### config.mk
export PLATFORM = sky130hd
export DESIGN_NAME = pwm
export DESIGN_NICKNAME = d
export VERILOG_FILES = /design/src/rtl/pwm_pkg.sv /design/src/rtl/pwm_counter.sv /design/src/rtl/pwm.sv
export SDC_FILE = /design/constraint.sdc
export NUM_CORES = 1
export LEC_CHECK = 0
export CAP_MARGIN = 25
export CORE_AREA = 5 5 42 44
export DETAILED_ROUTE_END_ITERATION = 8
export DIE_AREA = 0 0 47 49
export PLACE_DENSITY_LB_ADDON = 0.15
export SLEW_MARGIN = 20
export SYNTH_ARGS = -nofsm -noshare
export SYNTH_HDL_FRONTEND = slang
export SYNTH_SLANG_ARGS = --single-unit
### constraint.sdc
create_clock -name clk -period 1.32 [get_ports clk]
set_clock_uncertainty 0.1 [all_clocks]
set_input_delay 0.264 -clock clk [delete_from_list [all_inputs] [get_ports clk]]
set_output_delay 0.264 -clock clk [all_outputs]
set_load 0.05 [all_outputs]
### src/rtl/pwm_pkg.sv
// Shared constants and helpers for the PWM block: default counter width and period length.
`timescale 1ns/1ps

package pwm_pkg;

    localparam int PWM_WIDTH_DFLT = 8;
    localparam int PWM_WIDTH_MIN  = 2;
    localparam int PWM_WIDTH_MAX  = 16;

    // One PWM period spans every value of the WIDTH-bit counter.
    function automatic int unsigned period_len(input int unsigned width);
        return 32'd1 << width;
    endfunction

endpackage

### src/rtl/pwm_counter.sv
// Free-running WIDTH-bit period counter; wraps from all-ones to zero, cleared by sync reset.
`timescale 1ns/1ps

module pwm_counter
    import pwm_pkg::*;
#(
    parameter int WIDTH = PWM_WIDTH_DFLT
) (
    input  logic             clk,
    input  logic             rst,
    output logic [WIDTH-1:0] cnt
);

    always_ff @(posedge clk) begin
        if (rst) begin
            cnt <= '0;
        end else begin
            cnt <= cnt + WIDTH'(1);
        end
    end

endmodule

### src/rtl/pwm.sv
// Registered PWM generator: out is high while the period counter is below the effective duty.
// Define PWM_SHADOW_EN to double-buffer the duty so changes land only on period boundaries.
`timescale 1ns/1ps

module pwm
    import pwm_pkg::*;
#(
    parameter int WIDTH = PWM_WIDTH_DFLT
) (
    input  logic             clk,
    input  logic             rst,
    input  logic [WIDTH-1:0] in,
    output logic             out
);

    localparam int unsigned     PERIOD  = period_len(WIDTH);
    localparam logic [WIDTH-1:0] CNT_MAX = WIDTH'(PERIOD - 1);

    if (WIDTH < PWM_WIDTH_MIN || WIDTH > PWM_WIDTH_MAX) begin : g_bad_width
        $error("pwm: WIDTH out of supported range 2..16");
    end

    logic [WIDTH-1:0] cnt;
    logic [WIDTH-1:0] duty_eff;

    pwm_counter #(
        .WIDTH (WIDTH)
    ) u_cnt (
        .clk (clk),
        .rst (rst),
        .cnt (cnt)
    );

`ifdef PWM_SHADOW_EN
    // Load on the last count of a period so the next period starts with a stable duty.
    always_ff @(posedge clk) begin
        if (rst) begin
            duty_eff <= '0;
        end else if (cnt == CNT_MAX) begin
            duty_eff <= in;
        end
    end
`else
    always_comb begin
        duty_eff = in;
    end
`endif

    // Compare uses the pre-increment count, giving one clock of latency to out.
    always_ff @(posedge clk) begin
        if (rst) begin
            out <= 1'b0;
        end else begin
            out <= (cnt < duty_eff);
        end
    end

endmodule

==> flow_summary.ini, run 1 <==
[status]
run_status = finished, violations left
violations = setup timing

[route]
routed_wl_mm = 1.32
dr.pass1.iters = 4
viasPerCell = 5.10
ant_nets = 0
wl_per_cell_microns = 13.5
vias = 500
drc = 0
drt_iter0_markers = 5

[floorplan]
chipWidth_microns = 47
dieHeight_microns = 49
start_util_pct = 35.6
row_count = 14
core_sq_um = 1400
ios = 11
dieArea_sq_um = 2300

[global_routing]
grt_usage_pct = 14.2
antenna_found_initial = 0
grt_max_degree = 9
grt_pass1_wl_mm = 2.26
first_global_vias = 528
grt_overflow = 0

[clocking]
clk_latency_ps = 260
cts_tree = built
clk_path_buf_depth = 2
clock_sinks = 9
holdBufCountCts = 0
h-tree-depth = 1
cts.clk_slew.worst_paths_ps = 60
clock-root-buffer = clkbuf_4
cts_buffers = 3

[finish]
mostFrequentLayoutCell = buf_4
antenna-diode-count = 0
layout_common_cells = 13 x buf_4, 6 x ha_4, 5 x dlygate4sd2_1
final_nets = 101
final_cells = 98
design_area_sq_um = 881
drive_above_1_share_pct = 52.4
syn2layout_area_growth_pct = 76.4

[sta]
finalSetupViolations = 2
rsz0062_at_grt = yes
hold_violations = 0
whs_ps = 296
maxSlewHeadroom_pct = 81.1
fmax_ghz = 0.723
fin_ws_ps = -63.8
tightest_slew_ps = 284
fin_crit_sh_pct = 105
drv_slew = 0
fin_crit_ps = 1380

[setup_path]
cp_top_family = compound AO/OA/AOI/OAI gates
arrival_ps = 1430
critPathCaptureType = register
cp-start-kind = register
critPathKind = register to register
reg2reg_slack_ps = -60
required_ps = 1370
crit_path_max_incr_delay_ps = 380
path_cells = ha_4 -> o2111a_1 -> a2111oi_2
crit_slowest_cell = dfxtp_4
worstPathMaxFanout = 3
crit_buf_inv = 0

[placed_design]
dp.cells = 92
hpwlAfterDp_microns = 905
globalplace.congestion = 0.728
dpl-instance-area_sq_um = 738
place.port_buffers = 10

[logic_synthesis]
synthTopCellsByArea = dfxtp_1 36%, ha_1 20%, inv_1 5.3%
synth_nets = 74
yosysTopAreaCellShare_pct = 36.1
ys_types = 22
yosys.area.top_type = dfxtp_1
postSynthAreaPerCell_sq_um = 8.91
ys_ff_latch = 9
synthesis.area_sq_um = 499
netlist_instances = 56
yosysWarnings = 0
seq_area_frac_synth_pct = 36.1

[power_and_ir_drop]
powerDensity_nw_per_um2 = 717
power_mw = 0.632
max-vdd-ir-drop_mv = 0.420
p_leak_nw = 0.386

[hold_path]
holdCritPathClass = primary input to register

[job]
maxCapViolations = 0
-- per-layer routing --
| metal | global-route usage (%) | part of all wire [%] |
|---|---|---|
| met1 | 16.4 | 40 |
| met4 | 11.1 | 3.3 |
| met5 | 0 | 0 |
| met2 | 21.5 | 50 |
| met3 | 2.95 | 6.0 |
-- sequential cells by signal, summed over array words and instances, names as in the netlist --
register / flops
out: 1
u_cnt.cnt: 8
-- cells by family after synthesis --
logic type | count (synthesis) | synth area share (%)
AO/OA/AOI/OAI | 12 | 15.5
XOR/XNOR | 3 | 5.26
adder cells (fa/ha/maj) | 8 | 20.1
buffers and inverters | 8 | 6.02
flip-flops | 9 | 36.1
AND/OR/NAND/NOR | 16 | 17.0
-- final timing paths --
| check | startpoint | endpoint | cells past startpoint |
|---|---|---|---|
| worst max register to register | u_cnt.cnt[4]$_SDFF_PP0_ | out$_SDFF_PP0_ | 3 |
| worst max-delay path | u_cnt.cnt[4]$_SDFF_PP0_ | out$_SDFF_PP0_ | 3 |
| worst min register to register | u_cnt.cnt[0]$_SDFF_PP0_ | u_cnt.cnt[0]$_SDFF_PP0_ | 1 |
| worst min-delay path | in[7] | out$_SDFF_PP0_ | 4 |
-- synthesized netlist by cell type (all sizes together) --
| cell type | count |
|---|---|
| dfxtp | 9 |
| ha | 8 |
| inv | 7 |
| a21oi | 4 |
| nor2 | 4 |
| nand2 | 3 |
| nand3 | 3 |
| o21ai | 3 |
| nor2b | 2 |
| or3 | 2 |
| xor2 | 2 |
| a2111oi | 1 |
| a211oi | 1 |
| clkbuf | 1 |
| nor3b | 1 |
| o2111a | 1 |
| o211ai | 1 |
| o31ai | 1 |
| or4 | 1 |
| xnor2 | 1 |
-- stage by stage --
step	TNS [ps]	utilization [%]	worst slack [ps]
finish	-76.2	62.9	-63.8
global route	-268	62.9	-109
detailed placement	-682	52.7	-629
floorplan	0	-	6.47
global placement	-511	52.7	-493
CTS	-115	61.2	-115
-- layout make-up --
type	instances	area [sq um]
well taps	16	20.0
repair buffers	23	206
inverters	7	26.3
multi-input cells	39	407
clock buffers	4	26.3
fillers	125	520
flip-flops and latches	9	195
-- power breakdown --
part / total, mW / internal [mW] / switching [mW]
Sequential: 0.292 / 0.279 / 0.0135
Clock: 0.215 / 0.117 / 0.0985
Combinational: 0.124 / 0.0729 / 0.0514
Total: 0.632 / 0.468 / 0.164
-- worst reg2reg max path: stages, from the launching register on --
cell and delay (ps):
dfxtp_4 380, ha_4 190, o2111a_1 240, a2111oi_2 370
-- repair_timing --
item / in CTS / in global routing
gates resized for setup: 23 / 10
gates cloned: 0 / 0
pin swaps: 11 / 8
setup endpoints to repair: 3 / 4
buffers inserted: 2 / 0
Note: power is estimated with default switching activity, not from simulation.
==> run 2: changes to the inputs <==
--- a/config.mk
+++ b/config.mk
@@ -13,4 +13,5 @@
 export SLEW_MARGIN = 20
 export SYNTH_ARGS = -nofsm -noshare
 export SYNTH_HDL_FRONTEND = slang
+export SYNTH_HIERARCHICAL = 1
 export SYNTH_SLANG_ARGS = --single-unit
==> run 2 against run 1 <==
The run still ends with setup timing left. First-iteration DRC count up 40%. Wire length decreased by 12%. Non-clock buffer count is 3 lower. Worst setup slack better by 47 ps. Largest cell class unchanged. Clock power about the same. Die area unchanged.
==> flow_summary.ini, run 2 <==
[job]
maxCapViolations = 0

[setup_path]
path_depth = 4
reg2reg_slack_ps = -20
rr_worst_depth = 4
crit_slowest_cell = dfxtp_4
arrival_ps = 1400
path_cells = ha_2 -> a211oi_2 -> o21ai_1 -> a2111oi_2
critPathCaptureType = register
rr_startpoint = u_cnt/cnt[1]$_SDFF_PP0_
crit_path_max_incr_delay_ps = 360
critPathKind = register to register
cp_top_family = compound AO/OA/AOI/OAI gates
required_ps = 1380
worstPathMaxFanout = 3
crit-reg2reg-capture = out$_SDFF_PP0_
cp-start-kind = register
crit_buf_inv = 0

[power_and_ir_drop]
combPwrFrac_pct = 18.5
p_seq_share_pct = 47.1
netSwitchingFraction_pct = 25.1
clkPwrFrac_pct = 34.4
powerDensity_nw_per_um2 = 760
p_leak_nw = 0.373
power_switching_mw = 0.157
internal_power_mw = 0.466
max-vdd-ir-drop_mv = 0.422

[logic_synthesis]
postSynthAreaPerCell_sq_um = 8.57
yosys.area.top_type = dfxtp_1
synthTopCellsByArea = dfxtp_1 36%, ha_1 20%, inv_1 5.9%
ys_ff_latch = 9
synthesis.area_sq_um = 505
synth_common_cells = 9 x dfxtp_1, 8 x ha_1, 8 x inv_1
yosysMostFrequentCell = dfxtp_1
yosysWarnings = 6
synthArstFlopShare_pct = 0
seq_area_frac_synth_pct = 35.6
synth_nets = 77
ys_types = 19
synthFlopType = dfxtp_1
yosysTopAreaCellShare_pct = 35.6
synth_edf_count = 0
netlist_instances = 59

[finish]
antenna-diode-count = 0
final_cells = 98
layout_common_cells = 10 x buf_4, 7 x nor2_1, 5 x inv_1, 5 x dfxtp_1
design_area_sq_um = 820
top_register = u_cnt/cnt
final_nets = 101
top_regs = u_cnt/cnt: 8 flops, out: 1 flops
syn2layout_area_growth_pct = 62.1
largest_register_ffs = 8
mostFrequentLayoutCell = buf_4
seq_area_sq_um = 190
multi_input_area_sq_um = 362
drive_above_1_share_pct = 39.0
fillCellCount = 135

[placed_design]
hpwlAfterDp_microns = 804
dpl-instance-area_sq_um = 723
dp.cells = 94
place.port_buffers = 10
globalplace.congestion = 0.684

[global_routing]
grt_max_degree = 9
grt_usage_pct = 10.9
grt_pass1_wl_mm = 1.77
antenna_found_initial = 0
grt_overflow = 0
first_global_vias = 433

[sta]
maxSlewHeadroom_pct = 83.4
drv_slew = 0
fin_ws_ps = -17.2
finalSetupViolations = 1
fin_crit_sh_pct = 101
whs_ps = 298
rsz0062_at_grt = yes
tightest_slew_ps = 248
fin_crit_ps = 1340
fmax_ghz = 0.748
hold_violations = 0

[status]
run_status = finished, violations left
violations = setup timing

[floorplan]
row_count = 14
dieArea_sq_um = 2300
dieHeight_microns = 49
core_sq_um = 1400
start_util_pct = 36.1
chipWidth_microns = 47
ios = 11

[clocking]
cts_buffers = 3
cts.clk_slew.worst_paths_ps = 60
cts_tree = built
clk_latency_ps = 260
clock_sinks = 9
h-tree-depth = 1
clock-root-buffer = clkbuf_4
clk_path_buf_depth = 2
post_cts_buffers = 0

[route]
ant_nets = 0
vias = 473
dr.pass1.iters = 4
routed_wl_mm = 1.16
wl_per_cell_microns = 11.8
drc = 0
viasPerCell = 4.83
drt_iter0_markers = 7

[hold_path]
min_from = in[7]
hold_depth = 4
holdCritPathClass = primary input to register
hold_end = out$_SDFF_PP0_
[run 2: cells by family after synthesis]
family	Yosys count	synth area share, %
compound gates	11	13.9
xor+xnor	3	5.20
fa+ha+maj	8	19.8
buf+inv	9	6.68
flops	9	35.6
simple gates	19	18.8
[run 2: per-stage QoR]
stage | setup TNS [ps] | worst slack (ps) | power (mW) | utilization, %
after floorplan | 0 | 28.6 | 0.345 | -
after global placement | -458 | -458 | 0.404 | 51.6
after detailed placement | -511 | -511 | 0.404 | 51.6
after CTS | -135 | -135 | 0.627 | 55.0
after global routing | -107 | -98.0 | 0.667 | 58.5
final | -17.2 | -17.2 | 0.623 | 58.5
[run 2: worst max path at each step]
stage / startpoint / end / slack [ps]
floorplan: u_cnt/cnt[0]$_SDFF_PP0_ / u_cnt/cnt[6]$_SDFF_PP0_ / 30
global placement: in[2] / out$_SDFF_PP0_ / -460
detailed placement: in[2] / out$_SDFF_PP0_ / -510
CTS: u_cnt/cnt[2]$_SDFF_PP0_ / out$_SDFF_PP0_ / -130
global route: u_cnt/cnt[2]$_SDFF_PP0_ / out$_SDFF_PP0_ / -100
finish: u_cnt/cnt[1]$_SDFF_PP0_ / out$_SDFF_PP0_ / -20
[run 2: power groups by stage]
stage	logic (mW)	registers (mW)	clock network (mW)
floorplan	0.0438	0.301	0
global placement	0.108	0.296	0
detailed placement	0.108	0.296	0
CTS	0.109	0.292	0.227
global route	0.128	0.295	0.244
finish	0.115	0.294	0.214
[run 2: cell type report]
class	instances	area share [%]
multi-input combinational	41	44.1
timing repair buffer	20	23.4
sequential	9	23.2
inverter	8	3.66
clock buffer	4	3.21
tap	16	2.44
[run 2: layer usage]
layer | global-route usage, % | part of all wire (%) | vias up
met5 | 0 | 0 | -
met3 | 3.69 | 6.0 | 4
met2 | 14.5 | 46 | 9
li1 | - | - | 248
met4 | 6.91 | 2.3 | 0
met1 | 14.4 | 45 | 212
[run 2: worst register-to-register path, stage by stage, from the launching register on]
cell and delay (ps):
dfxtp_4 360, ha_2 170, a211oi_2 200, o21ai_1 120, a2111oi_2 290
[run 2: what timing repair did]
item / CTS / global route
hold buffers: 0 / 0
pin swaps: 5 / 9
endpoints found under the setup margin: 3 / 4
resized for setup: 10 / 13
==> run 3: changes to the inputs <==
--- a/config.mk
+++ b/config.mk
@@ -9,7 +9,8 @@
 export CORE_AREA = 5 5 42 44
 export DETAILED_ROUTE_END_ITERATION = 8
 export DIE_AREA = 0 0 47 49
-export PLACE_DENSITY_LB_ADDON = 0.15
+export MAX_ROUTING_LAYER = met4
+export PLACE_DENSITY = 0.72
 export SLEW_MARGIN = 20
 export SYNTH_ARGS = -nofsm -noshare
 export SYNTH_HDL_FRONTEND = slang
==> run 3 against run 2 <==
The flow still finishes with violations (setup timing). Sequential power is essentially flat. Worst setup slack gained 11 ps. Critical path depth is the same. Die area is the same. Clock-buffer cell count is the same. Clock power shrank 3%.
==> flow_summary.ini, run 3 (synthesis results as in run 2) <==
[route]
drt_iter0_markers = 2
routed_wl_mm = 1.08
drc = 0
dr.pass1.iters = 2
vias = 483
ant_nets = 0
wl_per_cell_microns = 11.0
viasPerCell = 4.93

[status]
violations = setup timing
run_status = finished, violations left

[clocking]
clk_latency_ps = 260
cts_tree = built
cts.clk_slew.worst_paths_ps = 60
cts_buffers = 3
clk_path_buf_depth = 2
h-tree-depth = 1
clock-root-buffer = clkbuf_4
clock_sinks = 9

[finish]
mostFrequentLayoutCell = buf_4
layout_common_cells = 10 x buf_4, 7 x nor2_1, 6 x ha_4
largest_register_ffs = 8
fillCellCount = 123
final_cells = 98
syn2layout_area_growth_pct = 69.3
drive_above_1_share_pct = 48.8
antenna-diode-count = 0
top_regs = u_cnt/cnt: 8 flops, out: 1 flops
top_register = u_cnt/cnt
final_nets = 101
design_area_sq_um = 856

[setup_path]
crit_path_max_incr_delay_ps = 360
critPathKind = register to register
cp-start-kind = register
crit_buf_inv = 0
worstPathMaxFanout = 3
cp_top_family = compound AO/OA/AOI/OAI gates
path_cells = ha_2 -> a211oi_2 -> o21ai_1 -> a2111oi_2
arrival_ps = 1380
critPathCaptureType = register
crit_slowest_cell = dfxtp_4
required_ps = 1370

[global_routing]
grt_max_degree = 9
grt_overflow = 0
grt_usage_pct = 11.0
grt_pass1_wl_mm = 1.80
first_global_vias = 470
antenna_found_initial = 0

[power_and_ir_drop]
max-vdd-ir-drop_mv = 0.457
powerDensity_nw_per_um2 = 724
power_mw = 0.620
p_leak_nw = 0.371

[sta]
drv_slew = 0
fin_crit_ps = 1330
maxSlewHeadroom_pct = 83.2
tightest_slew_ps = 252
hold_violations = 0
fin_ws_ps = -5.74
finalSetupViolations = 1
fin_crit_sh_pct = 100
rsz0062_at_grt = yes
fmax_ghz = 0.754

[placed_design]
globalplace.congestion = 0.723
dp.cells = 94
hpwlAfterDp_microns = 798
dpl-instance-area_sq_um = 723
dpl_worst_slack_ps = -520
place.port_buffers = 10

[floorplan]
start_util_pct = 36.1
chipWidth_microns = 47
row_count = 14
dieArea_sq_um = 2300
ios = 11
dieHeight_microns = 49
core_sq_um = 1400

[job]
maxCapViolations = 0

[hold_path]
holdCritPathClass = primary input to register
run 3: final timing paths:
path | startpoint | end | slack, ps | cells past startpoint
max | u_cnt/cnt[1]$_SDFF_PP0_ | out$_SDFF_PP0_ | -6 | 4
min | in[7] | out$_SDFF_PP0_ | 300 | 4
max reg2reg | u_cnt/cnt[1]$_SDFF_PP0_ | out$_SDFF_PP0_ | -6 | 4
min reg2reg | u_cnt/cnt[7]$_SDFF_PP0_ | u_cnt/cnt[7]$_SDFF_PP0_ | 450 | 2
run 3: worst min-delay path, stage by stage:
cell and delay [ps]:
dlymetal6s2s_1 120, inv_2 60, ha_4 120, a2111oi_2 40
run 3: area by class of cell:
type	count	area (sq um)	share of cell area, %
multi-input combinational	41	395	46.2
sequential	9	193	22.5
timing repair buffer	20	191	22.4
inverter	8	30.0	3.51
clock buffer	4	26.3	3.07
tap	16	20.0	2.34
run 3: metrics by stage:
stage	TNS (ps)	hold slack, ps	util, %
2_1_floorplan	0	246	-
3_3_place_gp	-460	379	51.6
3_5_place_dp	-520	404	51.6
4_1_cts	-116	413	55.3
5_1_grt	-112	295	61.1
6_report	-5.74	298	61.1
run 3: timing repair:
item | in CTS | in global routing
buffers inserted | 0 | 0
pin swaps | 6 | 11
hold endpoints to repair | 0 | 0
setup endpoints to repair | 2 | 3
resized for setup | 10 | 21
hold buffers | 0 | 0
run 3: where the power goes:
part / leakage [nW] / internal (mW) / total, mW / switching, mW
combinational: 0.280 / 0.0701 / 0.119 / 0.0488
clock: 0.0150 / 0.116 / 0.208 / 0.0917
sequential: 0.0766 / 0.282 / 0.293 / 0.0110
total: 0.371 / 0.468 / 0.620 / 0.152
run 3: metal layers:
layer	wire length, microns	part of all wire [%]	global-route usage (%)
met5	0	0	-
met4	10	0.93	5.53
met3	56	5.2	4.43
met2	516	48	16.1
met1	493	46	12.6
